<file path="config.mk">
export PLATFORM = sky130hd
export DESIGN_NAME = uart_word_tx
export DESIGN_NICKNAME = d
export VERILOG_FILES = /design/src/rtl/uart_word_tx_pkg.sv /design/src/rtl/uart_word_tx_baud_tick.sv /design/src/rtl/uart_word_tx.sv
export SDC_FILE = /design/constraint.sdc
export NUM_CORES = 1
export LEC_CHECK = 0
export BUFFER_PORTS_ARGS = -buffer_cell sky130_fd_sc_hd__buf_2
export CAP_MARGIN = 20
export CELL_PAD_IN_SITES_DETAIL_PLACEMENT = 1
export CELL_PAD_IN_SITES_GLOBAL_PLACEMENT = 1
export CORE_MARGIN = 2
export CORE_UTILIZATION = 43
export DETAILED_ROUTE_END_ITERATION = 12
export MAX_ROUTING_LAYER = met4
export PLACE_DENSITY_LB_ADDON = 0.1
export SYNTH_ARGS = -nofsm -noshare
export SYNTH_HDL_FRONTEND = slang
export SYNTH_SLANG_ARGS = --single-unit
</file>
<file path="constraint.sdc">
create_clock -name i_clock -period 2.5 [get_ports i_clock]
set_input_delay 0.25 -clock i_clock [delete_from_list [all_inputs] [get_ports i_clock]]
set_output_delay 0.25 -clock i_clock [all_outputs]
set_load 0.1 [all_outputs]
</file>
<file path="src/rtl/uart_word_tx_pkg.sv">
// Shared definitions for the word-level UART transmitter: frame geometry,
// FSM state encoding and a counter-width helper.
package uart_word_tx_pkg;

  localparam int NB_BYTE   = 8;
  localparam int FRAME_LEN = 10;

  typedef enum logic [2:0] {
    ST_IDLE  = 3'd0,
    ST_START = 3'd1,
    ST_DATA  = 3'd2,
    ST_STOP  = 3'd3,
    ST_DONE  = 3'd4
  } state_t;

  // Counter width able to hold 0..n-1, never narrower than one bit.
  function automatic int width_min1(input int n);
    return (n > 1) ? $clog2(n) : 1;
  endfunction

endpackage

</file>
<file path="src/rtl/uart_word_tx_baud_tick.sv">
// Baud-rate divider: counts 0..CLKS_PER_BIT-1 and flags the last cycle of
// each bit period. Reset and restart both return the count to zero.
module uart_baud_tick
  import uart_word_tx_pkg::*;
#(
  parameter int CLKS_PER_BIT = 5208
) (
  input  logic i_clock,
  input  logic i_reset,
  input  logic i_restart,
  output logic o_tick
);

  localparam int CNT_W = width_min1(CLKS_PER_BIT);
  localparam logic [CNT_W-1:0] LAST_CNT = CNT_W'(CLKS_PER_BIT - 1);

  logic [CNT_W-1:0] cnt_r;

  // With CLKS_PER_BIT=1 the count is stuck at zero, so the tick is constant.
  assign o_tick = (cnt_r == LAST_CNT);

  // Bit-period counter with wrap on tick.
  always_ff @(posedge i_clock) begin
    if (i_reset) begin
      cnt_r <= '0;
    end else if (i_restart || o_tick) begin
      cnt_r <= '0;
    end else begin
      cnt_r <= cnt_r + CNT_W'(1);
    end
  end

endmodule

</file>
<file path="src/rtl/uart_word_tx.sv">
// Word transmitter: serialises an NB_DATA-bit word as consecutive 8N1 frames,
// least-significant byte first, with a one-cycle done pulse per word.
module uart_word_tx
  import uart_word_tx_pkg::*;
#(
  parameter int NB_DATA      = 16,
  parameter int CLKS_PER_BIT = 5208
) (
  input  logic               i_clock,
  input  logic               i_reset,
  input  logic [NB_DATA-1:0] i_data,
  input  logic               i_tx_start,
  output logic               o_tx,
  output logic               o_tx_done,
  output logic               o_busy
);

  localparam int N_BYTES = NB_DATA / NB_BYTE;
  localparam int BYTE_W  = width_min1(N_BYTES);
  localparam logic [BYTE_W-1:0]  LAST_BYTE = BYTE_W'(N_BYTES - 1);
  localparam logic [NB_DATA-1:0] LOW_MASK  = NB_DATA'(8'hFF);

  state_t              state_r;
  logic [NB_DATA-1:0]  shift_r;
  logic [2:0]          bit_cnt_r;
  logic [BYTE_W-1:0]   byte_cnt_r;
  logic                tick_s;
  logic                restart_s;

  // Shift only the byte on the wire; upper bytes wait their turn untouched.
  function automatic logic [NB_DATA-1:0] shift_low_byte(input logic [NB_DATA-1:0] v);
    return (v & ~LOW_MASK) | ((v & LOW_MASK) >> 1);
  endfunction

  // Holding the divider clear in IDLE/DONE makes every frame start on a fresh period.
  assign restart_s = (state_r == ST_IDLE) || (state_r == ST_DONE);

  uart_baud_tick #(
    .CLKS_PER_BIT (CLKS_PER_BIT)
  ) u_baud (
    .i_clock   (i_clock),
    .i_reset   (i_reset),
    .i_restart (restart_s),
    .o_tick    (tick_s)
  );

  // Transmit FSM with registered line, busy and done outputs.
  always_ff @(posedge i_clock) begin
    if (i_reset) begin
      state_r    <= ST_IDLE;
      shift_r    <= '0;
      bit_cnt_r  <= 3'd0;
      byte_cnt_r <= '0;
      o_tx       <= 1'b1;
      o_tx_done  <= 1'b0;
      o_busy     <= 1'b0;
    end else begin
      case (state_r)
        ST_IDLE: begin
          o_tx_done <= 1'b0;
          if (i_tx_start) begin
            shift_r    <= i_data;
            bit_cnt_r  <= 3'd0;
            byte_cnt_r <= '0;
            o_tx       <= 1'b0;
            o_busy     <= 1'b1;
            state_r    <= ST_START;
          end else begin
            o_tx   <= 1'b1;
            o_busy <= 1'b0;
          end
        end
        ST_START: begin
          if (tick_s) begin
            o_tx    <= shift_r[0];
            state_r <= ST_DATA;
          end
        end
        ST_DATA: begin
          if (tick_s) begin
            shift_r   <= shift_low_byte(shift_r);
            bit_cnt_r <= bit_cnt_r + 3'd1;
            if (bit_cnt_r == 3'd7) begin
              o_tx    <= 1'b1;
              state_r <= ST_STOP;
            end else begin
              o_tx <= shift_r[1];
            end
          end
        end
        ST_STOP: begin
          if (tick_s) begin
            if (byte_cnt_r != LAST_BYTE) begin
              byte_cnt_r <= byte_cnt_r + BYTE_W'(1);
              shift_r    <= shift_r >> NB_BYTE;
              bit_cnt_r  <= 3'd0;
              o_tx       <= 1'b0;
              state_r    <= ST_START;
            end else begin
              o_tx_done <= 1'b1;
              state_r   <= ST_DONE;
            end
          end
        end
        ST_DONE: begin
          o_tx_done <= 1'b0;
          o_busy    <= 1'b0;
          o_tx      <= 1'b1;
          state_r   <= ST_IDLE;
        end
        default: begin
          o_tx_done <= 1'b0;
          o_busy    <= 1'b0;
          o_tx      <= 1'b1;
          state_r   <= ST_IDLE;
        end
      endcase
    end
  end

endmodule
</file>
# --- After elaboration in Yosys (flattened, before gate mapping) ---
# Cells that the tools add are included.
totals:
  regBits: 39
  input_bits: 19
  output_inout_bits: 3
  elab_cells: 72
op_classes:
  addsub: 3
  n_eq_ne: 13
  n_mux: 33
  bitwise_logic: 2
  n_reduce_logical: 13
ops:
  columns: ["op", "count"]
  rows:
  - ["16-bit two-way mux", 4]
  - ["16-bit case mux with 3 select lines", 1]
  - ["3-bit two-way mux", 10]
  - ["16-bit by 7-bit OR with 16-bit output", 1]
  - ["13-bit by 1-bit adder with 13-bit output, second input constant", 1]
  - ["13-bit == test, second input constant", 1]
  - ["1-bit two-way mux", 12]
  - ["3-bit case mux with 4 select lines", 1]
  - ["5-bit AND reduction", 2]
  - ["3-bit case mux with 3 select lines", 1]
  - ["2-bit inequality test, second input constant", 4]
  - ["3-bit by 2-bit == test with 1-bit output, second input constant", 2]
  - ["3-bit == test, second input constant", 2]
  - ["2-bit by 1-bit inequality test with 1-bit output, second input constant", 3]
  - ["1-bit case mux with 2 select lines", 3]
  - ["3-bit AND reduction", 2]
  - ["1-bit case mux with 4 select lines", 1]
  - ["4-bit AND reduction", 1]
  - ["2-bit OR reduction", 2]
  - ["3-bit by 1-bit adder with 3-bit output, second input constant", 1]
  - ["3-bit by 1-bit == test with 1-bit output, second input constant", 1]
  - ["3-bit zero test", 1]
  - ["3-bit nonzero test", 1]
  - ["3-bit OR reduction", 1]
  - ["other kinds (4)", 5]

# --- Logic depth before layout (Yosys ltp) ---
# Gate-level depths: netlist of the first run.
logic_depth:
  ltp_word: 4
  ltp_mapped: 7
  depth_no_buf: 6

# --- By module ---
# A second synthesis of the first run with hierarchy kept.
unflattened:
  hier_cells: 213
  area_unflattened_um2: 1960.6
modules_own_cells:
  columns: ["mod", "instances", "cells_each", "area_each_um2", "seq_area_each_um2"]
  rows:
  - ["uart_word_tx", 1, 140, 1242.4, 520.5]
  - ["uart_baud_tick", 1, 73, 718.2, 260.2]

# --- Least setup slack after synthesis of the first run ---
# Ideal clock, no wire load.
synth_path:
  path_kind: "register to register"
  start: "reg u_baud.cnt_r[0]"
  end: "reg u_baud.cnt_r[10]"
  setup_ps: 64
  arrival_time_ps: 1780
  required_time_ps: 2436
  slack_ps: 656
  path_stages_with_launch: 8
  path_buffers: 2
  synth_period_minus_slack_ps: 1844
  path_cell_list: "dfxtp_1 ha_1 and4_1 clkbuf_1 and3_2 or3_1 buf_2 nor2_1"
synth_via:
  elab_chain_len: 3
  word_cells_on_any_way: 4
  classes_between: "add/sub: 1; eq/ne: 1; reduce/logical: 2"
synth_lines:
  columns: ["item", "line_no", "source"]
  rows:
  - ["start: declaration", "uart_word_tx_baud_tick.sv:17", "logic [CNT_W-1:0] cnt_r;"]
  - ["start signal: assignment", "uart_word_tx_baud_tick.sv:29", "cnt_r <= cnt_r + CNT_W'(1);"]
  - ["branches (longest 3 deep; another with 13-bit by 1-bit adder with 13-bit output)", null, null]
# Parallel ways; which one is timed is not known.
# A chain may end at the register's enable or synchronous reset.

# --- Final worst setup path of the first run ---
layout_path:
  start: "reg u_baud.cnt_r[0]"
  end: "reg shift_r[1]"
layout_via:
  elab_chain_len: 3
  word_cells_on_any_way: 4
  classes_between: "eq/ne: 3; reduce/logical: 1"
layout_lines:
  columns: ["item", "line_no", "source"]
  rows:
  - ["13-bit == test *", "uart_word_tx_baud_tick.sv:20", "assign o_tick = (cnt_r == LAST_CNT);"]
  - ["2-bit by 1-bit inequality test with 1-bit output (no line)", null, null]
  - ["5-bit AND reduction (no line) *", null, null]
  - ["end signal: assignment", "uart_word_tx.sv:62", "shift_r <= i_data;"]
  - ["end signal: assignment", "uart_word_tx.sv:81", "shift_r <= shift_low_byte(shift_r);"]
  - ["end signal: assignment", "uart_word_tx.sv:95", "shift_r <= shift_r >> NB_BYTE;"]
  - ["end: declaration", "uart_word_tx.sv:24", "logic [NB_DATA-1:0] shift_r;"]
# Every way passes the cells marked *; elsewhere a longest branch is shown, timed or not.

==> results of run 1 <==
==> layer usage <==
metal | share of wire, % | wire length [um]
met1 | 50 | 2435
met2 | 46 | 2215
met3 | 3.7 | 179
met4 | 0.78 | 38
met5 | 0 | 0
==> layout make-up <==
class                           instances  area share [%]
Clock buffer                            6           3.729
Clock inverter                          2           1.582
Inverter                                5          0.8475
Multi-Input combinational cell        173           48.87
Sequential cell                        39           35.25
Tap cell                               52           2.938
Timing Repair Buffer                   27           6.780
==> cells in the final DEF, fill, tap and decap left out, types with 6 or more instances in the layout <==
cell type | netlist | final
buf_4 | 0 | 6
a211oi_1 | 7 | 7
nor2b_1 | 9 | 9
nor3_1 | 7 | 7
o21ai_0 | 10 | 10
a311oi_1 | 9 | 9
nand2_1 | 13 | 13
xnor2_1 | 10 | 10
a21oi_1 | 25 | 25
nor2_1 | 30 | 30
buf_2 | 5 | 21
clkbuf_8 | 0 | 6
nand3_1 | 8 | 8
or4_1 | 8 | 8
dfxtp_1 | 39 | 39
==> worst max path at each step <==
stage / slack [ns] / endpoint / startpoint
5_1_grt: 0.32 / shift_r[4]$_SDFFE_PP0P_ / u_baud.cnt_r[0]$_SDFF_PP0_
2_1_floorplan: 0.66 / u_baud.cnt_r[10]$_SDFF_PP0_ / u_baud.cnt_r[0]$_SDFF_PP0_
4_1_cts: 0.47 / shift_r[1]$_SDFFE_PP0P_ / u_baud.cnt_r[0]$_SDFF_PP0_
3_5_place_dp: 0.51 / shift_r[1]$_SDFFE_PP0P_ / state_r[1]$_SDFFE_PP0P_
6_report: 0.47 / shift_r[1]$_SDFFE_PP0P_ / u_baud.cnt_r[0]$_SDFF_PP0_
3_3_place_gp: 0.58 / shift_r[6]$_SDFFE_PP0P_ / state_r[1]$_SDFFE_PP0P_
==> cells in the mapped netlist (2+ instances only) <==
cell	n
inv_1	5
nand3_1	8
o21ai_0	10
nor2_1	30
nor4b_4	2
a211oi_1	7
nor2b_1	9
o21ai_1	3
dfxtp_1	39
xnor2_1	10
nor3_1	7
a21oi_1	25
nand2_1	13
nand2b_1	4
a311oi_1	9
ha_1	3
or4_1	8
buf_2	5
nand4_1	5
xor2_1	2
clkbuf_1	8
==> report_power, final <==
part	switching, mW	internal [mW]
combinational	0.0957	0.0533
sequential	0.0126	0.643
clock	0.235	0.323
==> flip-flops by register name (all words and copies together), names as in the netlist <==
name	count
bit_cnt_r	3
byte_cnt_r	1
o_busy	1
o_tx	1
o_tx_done	1
shift_r	16
state_r	3
u_baud.cnt_r	13
==> cell families (layout without fill, tap and decap cells) <==
group | Yosys count | count (layout)
buf+inv | 19 | 40
compound gates | 62 | 62
flops | 39 | 39
xor+xnor | 12 | 12
mux | 2 | 2
simple gates | 94 | 94
fa+ha+maj | 3 | 3
==> worst max-delay path: stages, from the launching register on <==
cell	delay, ns
dfxtp_1	0.36
ha_1	0.25
and4_1	0.37
a31oi_4	0.24
or4_1	0.59
a21oi_1	0.14
==> through the flow <==
step	utilization [%]	std cells	area (um^2)	hold slack, ns
3_5_place_dp	47.99	295	2090	0.4491
2_1_floorplan	-	231	1941	0.3860
6_report	50.86	304	2215	0.2206
5_1_grt	50.86	304	2215	0.2199
4_1_cts	50.69	303	2207	0.2145
3_3_place_gp	47.99	295	2090	0.4307
==> impl_metrics.json, run 1 <==
{
  "status": "complete, no violations",
  "first_pass_iters": 5,
  "routed_wl_mm": 4.867,
  "power_mw": 1.362,
  "grt_max_degree": 24,
  "grtUsageMet3_pct": 4.701,
  "numCtsBuffers": 5,
  "drive_above_1_share_pct": 17.46,
  "slew_violations": 0,
  "coreArea_mm2": 0.004354,
  "path_clk_slew_ns": 0.08,
  "clkSinkCount": 39,
  "grt-ovfl-total": 0,
  "synth_xor_area_share_pct": 5.416,
  "wl_per_cell_um": 16.01,
  "max_freq_mhz": 492.8,
  "min_period_over_period_pct": 81.16,
  "crit_fanout": 18,
  "worstPathRequired_ns": 2.72,
  "die_w_um": 71.18,
  "synthMuxAreaShare_pct": 1.096,
  "slew_headroom_pct": 67.83,
  "place_congestion": 0.7514,
  "cp.arrival_ns": 2.25,
  "multi_input_area_mm2": 0.001082,
  "cp-end-kind": "register",
  "start_util_pct": 44.57,
  "cts.repair.resized": 0,
  "diodes": 0,
  "viasPerCell": 5.724,
  "syn_area_mm2": 0.001941,
  "max-cap-violations": 0,
  "yosysWarnings": 0,
  "synth.top_cell.area_share_pct": 40.23,
  "synth_compound_area_share_pct": 20.70,
  "powerDensity_mw_per_mm2": 615.2,
  "layout_setup_ws_ns": 0.4709,
  "nFillCells": 538,
  "r2r_cells": 5,
  "yosys.area_share.simple_pct": 26.63,
  "tightest_slew_ns": 0.4825,
  "worst-setup-path-type": "reg2reg",
  "final_hold_viol_count": 0,
  "cp-start-kind": "register",
  "fin_crit_ns": 2.029,
  "grtUsageMet1_pct": 29.79,
  "synth_top_area_cell": "dfxtp_1",
  "root_buffer": "clkbuf_8",
  "grt_pass1_wl_mm": 8.383,
  "syn_inst": 231,
  "die_height_um": 71.18,
  "drc_errors": 0,
  "dr.first_iter.drc_count": 99,
  "yosys.area_share.adder_pct": 1.934,
  "ir_worst_vdd_mv": 0.3194,
  "synth_area_per_cell_um2": 8.401,
  "cts_hold_buf": 0,
  "min_from": "i_data[14]",
  "die_area_mm2": 0.005067,
  "route.vias.total": 1740,
  "leakage_nw": 0.7701,
  "gr-max-usage-layer": "met2",
  "antenna_left": 0,
  "synth_edf_count": 0,
  "synth_nets": 253,
  "cts_max_path_buffers": 2,
  "regToRegEndpoint": "shift_r[1]$_SDFFE_PP0P_",
  "regArea_um2": 780.7,
  "clock_latency_ns": 0.30,
  "cts_tree": "yes",
  "ys.flop_type": "dfxtp_1",
  "synth_top_family_by_area": "simple AND/OR/NAND/NOR gates",
  "port_buffers": 21,
  "fin_worst_skew_ns": 0.003659,
  "async_flop_share_pct": 0,
  "ys_ff_latch": 39,
  "grtUsageTotal_pct": 21.59,
  "regToRegSetupSlack_ns": 0.47,
  "hpwl_mm": 3.352,
  "r2r_start": "u_baud.cnt_r[0]$_SDFF_PP0_",
  "core.rowCount": 24,
  "finalSetupViolCount": 0,
  "ys_types": 40,
  "rsz0062_at_grt": "false",
  "hold_path_class": "in2reg",
  "place_ws_ns": 0.5061,
  "htreeDepth": 2,
  "grt_pass1_vias": 1688,
  "yosysSeqAreaShare_pct": 40.23,
  "io_pins": 22,
  "min_to": "shift_r[14]$_SDFFE_PP0P_",
  "worstHoldPathCells": 3,
  "num-nets-final": 273,
  "grt_use_met2_pct": 32.41,
  "finalSetupTns_ns": 0,
  "post_cts_buffers": 0,
  "area_growth_pct": 14.12,
  "antenna_found_initial": 0,
  "synth_area_leaders": "dfxtp_1 40%, a21oi_1 6.4%, nor2_1 5.8%"
}
No activity file was read; power rests on OpenSTA's default activity.
==> run 2: changes to the inputs <==
ABC_AREA = 1   (was not set)
CORE_UTILIZATION = 42   (was 43)
clock period = 2 ns   (was 2.5 ns; I/O delays follow)
==> impl_metrics.json, run 2 <==
{
  "status": "complete, no violations",
  "drive_above_1_share_pct": 17.35,
  "switching_share_pct": 42.94,
  "clock_latency_ns": 0.29,
  "post_cts_buffers": 0,
  "power.share.sequential_pct": 36.8,
  "slew_violations": 0,
  "clockPowerShare_pct": 17.9,
  "port_buffers": 21,
  "regToRegSetupSlack_ns": 0.30,
  "layout.cells.most_common": "nand2_1",
  "grtUsageTotal_pct": 20.47,
  "yosys-top-cells-count": "71 x nand2_1, 56 x nor2_1, 39 x dfxtp_1, 33 x inv_1, 21 x a21oi_1",
  "cp.arrival_ns": 1.93,
  "ys_ff_latch": 39,
  "ys.flop_type": "dfxtp_1",
  "fin_crit_ns": 1.696,
  "syn_area_mm2": 0.002150,
  "leakage_nw": 1.098,
  "synth.top_cell.area_share_pct": 36.32,
  "crit_fanout": 11,
  "cts.repair.resized": 0,
  "regMostFlops": "shift_r",
  "critPathTopFamily": "simple AND/OR/NAND/NOR gates",
  "ir_worst_vdd_mv": 0.6157,
  "cp-start-kind": "register",
  "max_freq_mhz": 589.7,
  "worstHoldPathCells": 3,
  "grt_pass1_vias": 1847,
  "path_clk_slew_ns": 0.08,
  "async_flop_share_pct": 0,
  "grt-ovfl-total": 0,
  "startpoint": "u_baud.cnt_r[0]$_SDFF_PP0_",
  "first_pass_iters": 4,
  "hold_path_class": "in2reg",
  "synth_area_per_cell_um2": 6.824,
  "io_pins": 22,
  "start_util_pct": 42.91,
  "syn_inst": 315,
  "cts_max_path_buffers": 2,
  "p_sw_mw": 1.221,
  "hpwl_mm": 3.921,
  "grt_max_degree": 21,
  "synth_top_area_cell": "dfxtp_1",
  "r2r_cells": 10,
  "worst-setup-path-type": "reg2reg",
  "largest_register_ffs": 16,
  "yosysMostFrequentCell": "nand2_1",
  "routed_wl_mm": 5.124,
  "yosysSeqAreaShare_pct": 36.32,
  "top_regs": "shift_r (16), u_baud.cnt_r (13)",
  "critical_path_buf_inv_count": 1,
  "wl_per_cell_um": 12.50,
  "worstPathCellList": "ha_1, nand2_1, nor2_2, nand3_4, o21ai_1, buf_4, nand3_1, nand2_1, nand2_1, nor2_1",
  "p_int_mw": 1.622,
  "place_congestion": 0.8000,
  "rsz0062_at_grt": "false",
  "die_height_um": 75.54,
  "min_period_over_period_pct": 84.79,
  "diodes": 0,
  "root_buffer": "clkbuf_8",
  "dr.first_iter.drc_count": 99,
  "grt_pass1_wl_mm": 8.631,
  "synth_nets": 337,
  "yosysWarnings": 0,
  "p_comb_share_pct": 45.3,
  "holdWs_ns": 0.1420,
  "clkSinkCount": 39,
  "cp-end-kind": "register",
  "antenna_found_initial": 0,
  "fin_worst_skew_ns": 0.01073,
  "max-cap-violations": 0,
  "ys_types": 32,
  "regToRegEndpoint": "bit_cnt_r[2]$_SDFFE_PP0P_",
  "die_area_mm2": 0.005706,
  "coreArea_mm2": 0.005010,
  "htreeDepth": 2,
  "drc_errors": 0,
  "synth_edf_count": 0,
  "viasPerCell": 4.861,
  "antenna_left": 0,
  "finalSetupViolCount": 0,
  "synth_area_leaders": "dfxtp_1 36%, nand2_1 12%, nor2_1 9.8%",
  "tightest_slew_ns": 0.5703,
  "cts_tree": "yes",
  "final_hold_viol_count": 0,
  "cts_hold_buf": 0,
  "route.vias.total": 1993,
  "finalSetupTns_ns": 0,
  "crit_slowest_cell": "dfxtp_1",
  "mostFrequentLayoutCells": "71 x nand2_1, 56 x nor2_1, 39 x dfxtp_1",
  "cp_common_cell": "nand2_1",
  "worstPathRequired_ns": 2.24,
  "numCtsBuffers": 5,
  "area_growth_pct": 11.70,
  "cpPeakStageDelay_ns": 0.37,
  "core.rowCount": 26,
  "min_from": "i_data[15]",
  "die_w_um": 75.54,
  "r2r_start": "u_baud.cnt_r[0]$_SDFF_PP0_",
  "min_to": "shift_r[15]$_SDFFE_PP0P_",
  "num-nets-final": 361,
  "slew_headroom_pct": 61.63,
  "powerDensity_mw_per_mm2": 1184
}
## run 2: changes by cell type after synthesis, sizes merged, moves of 8 or more
cell    change
nand2      +65
clkbuf      -8
a311oi      -9
nor2       +35
xnor2      -10
nor2b       -9
nand4      +15
inv        +34
nand3      +12
or4         -8
## run 2: worst max path at each step
stage / to / cells past startpoint
finish: bit_cnt_r[2]$_SDFFE_PP0P_ / 10
global route: bit_cnt_r[2]$_SDFFE_PP0P_ / 9
global placement: bit_cnt_r[2]$_SDFFE_PP0P_ / 9
CTS: bit_cnt_r[2]$_SDFFE_PP0P_ / 10
floorplan: shift_r[6]$_SDFFE_PP0P_ / 9
detailed placement: bit_cnt_r[2]$_SDFFE_PP0P_ / 10
## run 2: cell families (layout without fill, tap and decap cells)
group | count (synthesis) | count (layout) | synth area share (%)
xor gates and xnor gates | 1 | 1 | 0.4075
buffers and inverters | 50 | 75 | 10.19
adders and majority gates | 3 | 3 | 1.746
DFF | 39 | 39 | 36.32
and+or+nand+nor | 193 | 193 | 44.30
AOI/OAI and AO/OA | 29 | 29 | 7.043
## run 2: cell type report
cell class                 count  area [um^2]
fill                         706         2609
multi-input combinational    226         1150
sequential                    39        780.7
inverter                      41        158.9
timing repair buffer          26        142.6
tap                           70        87.58
clock buffer                   7        76.32
clock inverter                 1        5.005
## run 2: worst min-delay path: stages
cell     delay (ns)
buf_2          0.08
a21oi_1        0.05
nor2_1         0.07
## run 2: power by group through the flow
stage | Clock [mW] | Combinational, mW | Sequential (mW)
floorplan | 0 | 0.939 | 1.14
global placement | 0 | 1.28 | 1.06
detailed placement | 0 | 1.30 | 1.07
CTS | 0.527 | 1.31 | 1.05
global route | 0.545 | 1.47 | 1.07
finish | 0.508 | 1.29 | 1.05
## run 2: metal layers
metal  GRT usage (%)  wire [um]  vias up
li1                -          -     1053
met1           28.70       2707      911
met2           29.95       2214       23
met3           3.175        133        6
met4           7.018         69        0
met5               -          0        -
## run 2: per-stage QoR
step / worst slack, ns / cells / total power [mW] / area [um^2] / utilization, %
global route: 0.1572 / 410 / 3.084 / 2401 / 47.93
finish: 0.3042 / 410 / 2.843 / 2401 / 47.93
global placement: 0.3264 / 402 / 2.346 / 2320 / 46.30
floorplan: 0.5562 / 315 / 2.078 / 2150 / -
CTS: 0.2789 / 410 / 2.884 / 2401 / 47.93
detailed placement: 0.2987 / 402 / 2.368 / 2320 / 46.30
==> run 3: changes to the inputs <==
ABC_AREA = 0   (was 1)
CORE_UTILIZATION = 39   (was 42)
clock period = 1.4 ns   (was 2 ns; I/O delays follow)
==> impl_metrics.json, run 3 (synthesis results as in run 1) <==
{
  "violations": "negative setup slack",
  "antenna_left": 0,
  "final_hold_viol_count": 0,
  "drive_above_1_share_pct": 42.91,
  "worstPathCellList": "nor4b_4, buf_4, a31oi_4, or4_4, a21oi_1",
  "clock_latency_ns": 0.29,
  "fin_worst_skew_ns": 0.003313,
  "numCtsBuffers": 5,
  "antenna_found_initial": 0,
  "critPathTopFamily": "simple AND/OR/NAND/NOR gates",
  "top_regs": "shift_r (16), u_baud.cnt_r (13)",
  "critical_path_buf_inv_count": 1,
  "die_area_mm2": 0.005556,
  "diodes": 0,
  "slew_violations": 0,
  "grt_pass1_vias": 2015,
  "grt_max_degree": 21,
  "slew_headroom_pct": 67.96,
  "grt-ovfl-total": 0,
  "leakage_nw": 1.005,
  "num-nets-final": 317,
  "r2r_start": "u_baud.cnt_r[7]$_SDFF_PP0_",
  "root_buffer": "clkbuf_8",
  "cts_max_path_buffers": 2,
  "grtUsageTotal_pct": 24.59,
  "hold_path_class": "in2reg",
  "route.vias.total": 1947,
  "finalSetupViolCount": 37,
  "finalSetupTns_ns": -6.169,
  "p_int_mw": 1.727,
  "power_mw": 2.337,
  "area_growth_pct": 42.81,
  "power.share.sequential_pct": 50.2,
  "crit_cells": 5,
  "port_buffers": 21,
  "hpwl_mm": 3.786,
  "coreArea_mm2": 0.004755,
  "startpoint": "u_baud.cnt_r[7]$_SDFF_PP0_",
  "start_util_pct": 40.82,
  "die_height_um": 74.54,
  "worstPathRequired_ns": 1.62,
  "crit_fanout": 6,
  "cp-start-kind": "register",
  "crit_slowest_cell": "or4_4",
  "status": "finished with violations",
  "fin_crit_ns": 1.639,
  "regToRegSetupSlack_ns": -0.24,
  "layout.cells.most_common": "buf_4",
  "largest_register_ffs": 16,
  "die_w_um": 74.54,
  "p_comb_share_pct": 14.0,
  "clkSinkCount": 39,
  "layout_setup_ws_ns": -0.2392,
  "r2r_cells": 5,
  "path_clk_slew_ns": 0.07,
  "first_pass_iters": 4,
  "max_freq_mhz": 610.0,
  "switching_share_pct": 26.11,
  "p_sw_uw": 610.3,
  "cts_hold_buf": 0,
  "grt_pass1_wl_mm": 10.01,
  "rsz0062_at_grt": "true",
  "clockPowerShare_pct": 35.8,
  "tightest_slew_ns": 0.4840,
  "core.rowCount": 25,
  "ir_worst_vdd_mv": 0.5651,
  "viasPerCell": 5.364,
  "regMostFlops": "shift_r",
  "routed_wl_mm": 6.006,
  "max-cap-violations": 0,
  "mostFrequentLayoutCells": "45 x buf_4, 28 x dfxtp_1, 21 x buf_2",
  "critPathCapture": "shift_r[6]$_SDFFE_PP0P_",
  "fin_util_pct": 58.29,
  "final_cell_area_mm2": 0.002771,
  "worst-setup-path-type": "reg2reg",
  "place_congestion": 0.7845,
  "cpPeakStageDelay_ns": 0.51,
  "placed_area_mm2": 0.002441,
  "powerDensity_mw_per_mm2": 843.4,
  "cp.arrival_ns": 1.86,
  "min_period_over_period_pct": 117.1,
  "wl_per_cell_um": 16.55,
  "cp-end-kind": "register",
  "drc_errors": 0,
  "regToRegEndpoint": "shift_r[6]$_SDFFE_PP0P_",
  "cts_tree": "yes",
  "dr.first_iter.drc_count": 93,
  "htreeDepth": 2,
  "io_pins": 22,
  "holdWs_ns": 0.1267
}
run 3: worst min-delay path by stage:
stage | end | depth (start not counted) | slack, ns | from
2_1_floorplan | o_busy$_SDFFE_PP0N_ | 2 | 0.28 | i_tx_start
4_1_cts | shift_r[15]$_SDFFE_PP0P_ | 3 | 0.12 | i_data[15]
6_report | shift_r[15]$_SDFFE_PP0P_ | 3 | 0.13 | i_data[15]
5_1_grt | shift_r[10]$_SDFFE_PP0P_ | 3 | 0.13 | i_data[10]
3_5_place_dp | shift_r[13]$_SDFFE_PP0P_ | 3 | 0.43 | i_data[13]
3_3_place_gp | shift_r[13]$_SDFFE_PP0P_ | 3 | 0.42 | i_data[13]
run 3: timing repair:
action / CTS / global route
gates resized for setup: 23 / 22
setup endpoints to repair: 37 / 38
gates cloned: 2 / 0
hold endpoints to repair: 0 / 0
setup buffers: 6 / 0
pin swaps: 15 / 5
run 3: routing by layer:
layer / part of all wire, % / up-vias / wire [um] / global-route usage (%)
met2: 49 / 37 / 2954 / 39.63
met3: 3.3 / 6 / 196 / 4.743
met1: 46 / 936 / 2792 / 31.67
met4: 1.0 / 0 / 63 / 6.349
li1: - / 968 / - / -
met5: 0 / - / 0 / -
run 3: per-stage QoR:
step	setup slack, ns	cells
after floorplan	-0.1982	231
after global placement	-0.2392	347
after detailed placement	-0.2658	347
after CTS	-0.2058	363
after global routing	-0.3050	363
final	-0.2392	363
run 3: worst reg2reg max path, cell delays in order (launching register included):
cell     delay (ns)
dfxtp_2        0.34
nor4b_4        0.27
buf_4          0.20
a31oi_4        0.13
or4_4          0.51
a21oi_1        0.13
run 3: area by class of cell:
type	instances	area, um^2
Sequential cell	39	797.0
Tap cell	67	83.83
Clock buffer	8	100.1
Fill cell	588	1983
Timing Repair Buffer	69	485.5
Inverter	5	18.77
Multi-Input combinational cell	175	1286
run 3: power groups by stage:
stage	registers (mW)	logic, mW	clock network (mW)
2_1_floorplan	1.23	0.159	0
3_3_place_gp	1.20	0.287	0
3_5_place_dp	1.20	0.291	0
4_1_cts	1.17	0.311	0.857
5_1_grt	1.18	0.358	0.910
6_report	1.17	0.326	0.836
